## src/rtl/aclk_pkg.sv

```systemverilog
// Shared types and constants for the alarm-clock keypad/button controller.
package aclk_pkg;

    typedef enum logic [2:0] {
        SHOW_TIME        = 3'd0,
        KEY_STORED       = 3'd1,
        KEY_WAITED       = 3'd2,
        KEY_ENTRY        = 3'd3,
        SHOW_ALARM       = 3'd4,
        SET_ALARM_TIME   = 3'd5,
        SET_CURRENT_TIME = 3'd6
    } aclk_state_t;

    localparam logic [3:0] NOKEY = 4'hA;
    localparam int TIMEOUT_SEC_DEF = 10;

    // Anything outside 0-9 behaves like NOKEY.
    function automatic logic is_digit(input logic [3:0] k);
        return (k <= 4'd9);
    endfunction

endpackage

```

## src/rtl/aclk_key_timer.sv

```systemverilog
// Saturating key-entry timeout counter; timeout is the compare of the count register.
module aclk_key_timer
    import aclk_pkg::*;
#(
    parameter int TIMEOUT_SEC = TIMEOUT_SEC_DEF,
    parameter int TMR_W       = 4
) (
    input  logic clk,
    input  logic reset,
    input  logic clr,
    input  logic tick,
    output logic timeout
);

    localparam logic [TMR_W-1:0] LIMIT = TMR_W'(TIMEOUT_SEC);

    logic [TMR_W-1:0] count;

    always_ff @(posedge clk or posedge reset) begin
        if (reset) begin
            count <= '0;
        end else if (clr) begin
            count <= '0;
        end else if (tick && (count != LIMIT)) begin
            count <= count + 1'b1;
        end
    end

    assign timeout = (count == LIMIT);

endmodule

```

## src/rtl/aclk_ctrl_fsm.sv

```systemverilog
// Alarm-clock keypad/button sequencing FSM (Moore outputs).
// Key-entry timeout is built only when ACLK_KEY_TIMEOUT_EN is defined.
//
// state            | meaning
// SHOW_TIME        | idle, display shows current time
// KEY_STORED       | one-cycle shift of the pressed digit
// KEY_WAITED       | waiting for the digit key to be released
// KEY_ENTRY        | entry in progress, waiting for next key or a button
// SHOW_ALARM       | display alarm while ALARM is held
// SET_ALARM_TIME   | one-cycle commit of entry into alarm register
// SET_CURRENT_TIME | one-cycle commit of entry into current time
module aclk_ctrl_fsm
    import aclk_pkg::*;
#(
    parameter int TIMEOUT_SEC = TIMEOUT_SEC_DEF,
    parameter int TMR_W       = 4
) (
    input  logic       clk,
    input  logic       reset,
    input  logic       one_sec,
    input  logic [3:0] key,
    input  logic       alarm_button,
    input  logic       time_button,
    output logic       shift,
    output logic       show_new_time,
    output logic       show_a,
    output logic       load_new_a,
    output logic       load_new_c,
    output logic       reset_count
);

    aclk_state_t state_q, state_d;
    logic        digit;
    logic        timeout;

    assign digit = is_digit(key);

`ifdef ACLK_KEY_TIMEOUT_EN
    logic timer_clr;

    assign timer_clr = (state_q != KEY_WAITED) && (state_q != KEY_ENTRY);

    aclk_key_timer #(
        .TIMEOUT_SEC (TIMEOUT_SEC),
        .TMR_W       (TMR_W)
    ) u_key_timer (
        .clk     (clk),
        .reset   (reset),
        .clr     (timer_clr),
        .tick    (one_sec),
        .timeout (timeout)
    );
`else
    // Without the timer, one_sec and the timer sizing have no consumer.
    logic             unused_one_sec;
    logic [TMR_W-1:0] unused_tmr_limit;

    assign unused_one_sec   = one_sec;
    assign unused_tmr_limit = TMR_W'(TIMEOUT_SEC);
    assign timeout          = 1'b0;
`endif

    always_ff @(posedge clk or posedge reset) begin
        if (reset) begin
            state_q <= SHOW_TIME;
        end else begin
            state_q <= state_d;
        end
    end

    always_comb begin
        state_d = state_q;
        case (state_q)
            SHOW_TIME: begin
                if (alarm_button)  state_d = SHOW_ALARM;
                else if (digit)    state_d = KEY_STORED;
            end
            KEY_STORED:            state_d = KEY_WAITED;
            KEY_WAITED: begin
                if (!digit)        state_d = KEY_ENTRY;
                else if (timeout)  state_d = SHOW_TIME;
            end
            KEY_ENTRY: begin
                if (alarm_button)     state_d = SET_ALARM_TIME;
                else if (time_button) state_d = SET_CURRENT_TIME;
                else if (digit)       state_d = KEY_STORED;
                else if (timeout)     state_d = SHOW_TIME;
            end
            SHOW_ALARM: begin
                if (!alarm_button) state_d = SHOW_TIME;
            end
            SET_ALARM_TIME:        state_d = SHOW_TIME;
            SET_CURRENT_TIME:      state_d = SHOW_TIME;
            default:               state_d = SHOW_TIME;
        endcase
    end

    always_comb begin
        shift         = 1'b0;
        show_new_time = 1'b0;
        show_a        = 1'b0;
        load_new_a    = 1'b0;
        load_new_c    = 1'b0;
        reset_count   = 1'b0;
        case (state_q)
            KEY_STORED: begin
                shift         = 1'b1;
                show_new_time = 1'b1;
            end
            KEY_WAITED:       show_new_time = 1'b1;
            KEY_ENTRY:        show_new_time = 1'b1;
            SHOW_ALARM:       show_a        = 1'b1;
            SET_ALARM_TIME:   load_new_a    = 1'b1;
            SET_CURRENT_TIME: begin
                load_new_c  = 1'b1;
                reset_count = 1'b1;
            end
            default: ;
        endcase
    end

endmodule

```

## config.mk

```make
export PLATFORM = sky130hd
export DESIGN_NAME = aclk_ctrl_fsm
export DESIGN_NICKNAME = d
export VERILOG_FILES = /design/src/rtl/aclk_pkg.sv /design/src/rtl/aclk_key_timer.sv /design/src/rtl/aclk_ctrl_fsm.sv
export SDC_FILE = /design/constraint.sdc
export NUM_CORES = 1
export LEC_CHECK = 0
export BUFFER_PORTS_ARGS = -buffer_cell sky130_fd_sc_hd__buf_2
export CAP_MARGIN = 20
export CORE_AREA = 5 5 42 44
export CTS_BUF_LIST = sky130_fd_sc_hd__clkbuf_16
export CTS_CLUSTER_SIZE = 12
export DETAILED_ROUTE_END_ITERATION = 10
export DIE_AREA = 0 0 47 49
export SLEW_MARGIN = 10
export SYNTH_ARGS = -nofsm -noshare
export SYNTH_HDL_FRONTEND = slang
export SYNTH_SLANG_ARGS = --single-unit
```

## constraint.sdc

```tcl
create_clock -name clk -period 3.53 [get_ports clk]
set_input_delay 0.706 -clock clk [delete_from_list [all_inputs] [get_ports clk]]
set_output_delay 0.706 -clock clk [all_outputs]
set_load 0.05 [all_outputs]
```

Word level (Yosys, flattened, before mapping)
Index checks and enable logic that the tools add are counted.
{"block": "op_classes", "n_lt_le_gt_ge": 1, "n_eq_ne": 8, "muxes": 12, "n_reduce_logical": 3}
{"cell": "3-bit 2-to-1 mux", "count": 6}
{"cell": "3-bit one-hot mux with 5 select lines", "count": 1}
{"cell": "3-bit equality test, second input constant", "count": 3}
{"cell": "3-bit by 2-bit equality test with 1-bit output, second input constant", "count": 2}
{"cell": "1-bit 2-to-1 mux", "count": 5}
{"cell": "4-bit <= comparator, second input constant", "count": 1}
{"cell": "2-bit != test, second input constant", "count": 2}
{"cell": "3-bit by 1-bit equality test with 1-bit output, second input constant", "count": 1}
{"cell": "3-bit zero test", "count": 1}
{"cell": "3-bit OR reduction", "count": 1}
{"cell": "2-bit AND reduction", "count": 1}
{"block": "totals", "regBits": 3, "input_bits": 9, "out_inout_bits": 6, "wordCells": 25}

Depth between registers and ports, before layout
{"block": "depth", "ltp_word": 5, "ltp_mapped": 4, "mapped_depth_nobuf": 3}

Worst setup path after synthesis
No wires, ideal clock.
{"block": "synth_timing", "kind": "reg-to-output", "startpoint": "register state_q[1]", "endpoint": "output port shift", "arrival_time_ns": 1.605, "t_required_ns": 2.824, "path_slack_ns": 1.219, "path_stages_with_launch": 2, "path_buffers": 0, "path_cell_list": "dfrtp_1 -> nor3b_1"}
{"block": "synth_between", "elab_chain_len": 2}
{"item": "from (decl)", "line": "aclk_ctrl_fsm.sv:32", "rtl": "aclk_state_t state_q, state_d;"}
{"item": "from (signal assigned)", "line": "aclk_ctrl_fsm.sv:67", "rtl": "state_q <= state_d;"}
{"item": "3-bit by 1-bit equality test with 1-bit output", "line": "aclk_ctrl_fsm.sv:105", "rtl": "case (state_q)"}
{"item": "1-bit 2-to-1 mux", "line": "aclk_ctrl_fsm.sv:105"}
{"item": "to (decl)", "line": "aclk_ctrl_fsm.sv:24", "rtl": "output logic shift,"}
Every way passes these cells.

Worst setup path in the final report
{"block": "layout_timing", "startpoint": "register state_q[0]", "endpoint": "output port show_a"}
{"block": "layout_between", "elab_chain_len": 2}
{"item": "3-bit equality test", "line": "aclk_ctrl_fsm.sv:105"}
{"item": "1-bit 2-to-1 mux", "line": "aclk_ctrl_fsm.sv:105"}
{"item": "to (decl)", "line": "aclk_ctrl_fsm.sv:26", "rtl": "output logic show_a,"}
Every way passes these cells.

==> results.md <==
* Die Ht at a little under 50 microns
* Post-synth cell types at 16
* Fin util at 24.46%
* Largest stage delay on the critical path at 0.44 ns
* Vias per std cell at 4.352
* R2r endpoint: state_q[0]
* CP cell instances: nor2_1 -> and2_1 -> buf_2
* Commonest non-fill, non-tap cells in the layout: buf_2 (12), nand2_1 (4), nor2_1 (4)
* Largest register FFs at 3
* Vias at 235
* Setup TNS at 0 ns
* Clock Latency Late Sink at 0.23 ns
* Routing usage on met2 at between 7 and 8%
* P_leak at 0.1767 nW
* Worst Path Required at roughly 2.8 ns
* CP endpoint kind: output port
* Routed Antenna Nets at 0
* Worst setup path startpoint: state_q[0]
* Met3 Use GR at 2.214%
* Initial Util at 14.46%
* Measured slew at the worst slew-check pin at 0.2521 ns
* Share of layout cells above drive strength 1 at 42.11%
* Final Non-Filler Cells at 54
* Port bufs at 12
* Status: completed
* Worst setup SP type: flop
* Maximum clock path buffer count at 2
* Synthesis-to-finish area growth at 69.14%
* Top Usage Layer GRT: met4
* Worst hold path type: input pin to asynchronous set/reset pin
* RSZ-0062 raised after global routing: no
* Root buf cell: clkbuf_16
* Post-CTS Setup Bufs at 0
* Num CTS Buffers at 3
* Crit-path slowest cell: dfrtp_1
* CTS tree: built
* Worst Skew at 0.002125 ns
* Core area at roughly 1400 sq um
* Tot Pwr at ~410 uW
* Reg-to-Reg Start: state_q[0]
* Sequential share of the synthesized area at 37.04%
* Slew Limit Headroom at a little over four fifths
* Post-DP HPWL at 403.2 microns
* Post_cts resized at 0
* Maximum vdd drop at between 0.00015 and 0.0002 V
* WL/cell at between 10 and 15 microns
* Crit path arrival time at 1.25 ns
* Post-synthesis cell area at 202.7 sq um
* Syn_area_per_cell at 8.446 sq um
* Fin. max-slew vios at 0
* CTS clk-pin slew, worst paths at around 0.03 ns
* Final wirelength at 544 microns
* Clk sinks at 3
* Die ar. at about 2300 sq um
* Fin nets at 48
* YS warnings at 0
* Crit-path max FO at 9
* Grt total ovfl at 0
* Largest Register: state_q
* GRT Total Usage at 6.003%
* Power density over cell area at 1187 nW/um^2
* Design Area, Final at 342.8 sq um
* Met1 Use GR at under 10%
* Cell Area, Placed at 264.0 sq um
* Antenna cells at 0
* Register-to-register setup slack at 2.33 ns
* Hold buffers post-CTS at 0
* Minimum clock period at 1.961 ns
* First drt pass iteration count at 2
* H-tree depth at 1
* Biggest regs: state_q x3
* Final worst-path cycle share at roughly 56%
* Synthesized Nets at 33
* Cell depth of the worst flop-to-flop path at 2
* I/O pin cnt at 15
* Yosys reg bits at 3
* Initial detailed-routing violation count at 5
* Vias in the first global route at 213
* WP buf/inv at 1
* Dpl cells at 50
* # DRC at 0
* Largest net degree at the start of global routing at 10
* Initial antenna violation count at 0
* Max-cap viol count at 0
* Die width at 47 microns
* Mapped Cells at 24
* Number of core rows at 14
* Critical path type: flop to output port
* Cell family with most CP delay: flip-flops
* Commonest non-fill, non-tap cell in the layout: buf_2
* First-pass GRT wire length at approximately 860 microns
* Final setup viols at 0
* Final hold vios at 0
* Gpl congestion at 0.6772
* Fmax at 510.0 MHz
## how the worst max path moves through the flow
stage	to	cells after the start
2_1_floorplan	shift	1
3_3_place_gp	show_a	3
3_5_place_dp	show_a	3
4_1_cts	show_a	3
5_1_grt	show_a	3
6_report	show_a	3
## metal layers
layer / share of wire, % / up-vias / routed length [microns]
li1: - / 113 / -
met2: 55 / 10 / 300
met1: 29 / 107 / 158
met3: 7.4 / 5 / 40
met5: 0 / - / 0
met4: 8.1 / 0 / 44
## cells by family after synthesis
| logic type | count (synthesis) | synth area share [%] |
|---|---|---|
| and+or+nand+nor | 13 | 32.71 |
| AOI/OAI and AO/OA | 5 | 19.14 |
| buffers and inverters | 3 | 11.11 |
| DFF | 3 | 37.04 |
## through the flow
stage                     hold slack [ns]  setup slack, ns
after floorplan                    0.4596            1.219
after global placement             0.5479            1.805
after detailed placement           0.5349            1.810
after CTS                          0.3351            1.564
after global routing               0.3475            1.459
final                              0.3330            1.569
## final cells by class
type                            count  area, sq um
Inverter                            1        3.754
Timing Repair Buffer               12        60.06
Multi-Input combinational cell     18        105.1
Clock inverter                      1        3.754
Fill cell                         164         1059
Tap cell                           16        20.02
Sequential cell                     3        75.07
Clock buffer                        3        75.07
## where the power goes
part / switching (mW) / internal (mW) / leakage [nW]
clock network: 0.0336 / 0.146 / 0.0423
logic: 0.112 / 0.0414 / 0.0958
registers: 0.0248 / 0.0486 / 0.0386
total: 0.170 / 0.236 / 0.177
## cells in the mapped netlist
| cell type | count | area share, % |
|---|---|---|
| buf_6 | 1 | 5.6 |
| buf_4 | 1 | 3.7 |
| o21a_1 | 1 | 3.7 |
| nand3_1 | 1 | 2.5 |
| inv_1 | 1 | 1.9 |
| o311a_1 | 1 | 4.9 |
| a21oi_1 | 1 | 2.5 |
| and2_1 | 1 | 3.1 |
| nand2_1 | 4 | 7.4 |
| nor3b_1 | 1 | 3.7 |
| or4_1 | 1 | 3.7 |
| o31ai_1 | 1 | 3.7 |
| nor2_1 | 4 | 7.4 |
| dfrtp_1 | 3 | 37 |
| and3b_2 | 1 | 4.9 |
| o221ai_1 | 1 | 4.3 |
(Power assumes the default switching activity.)
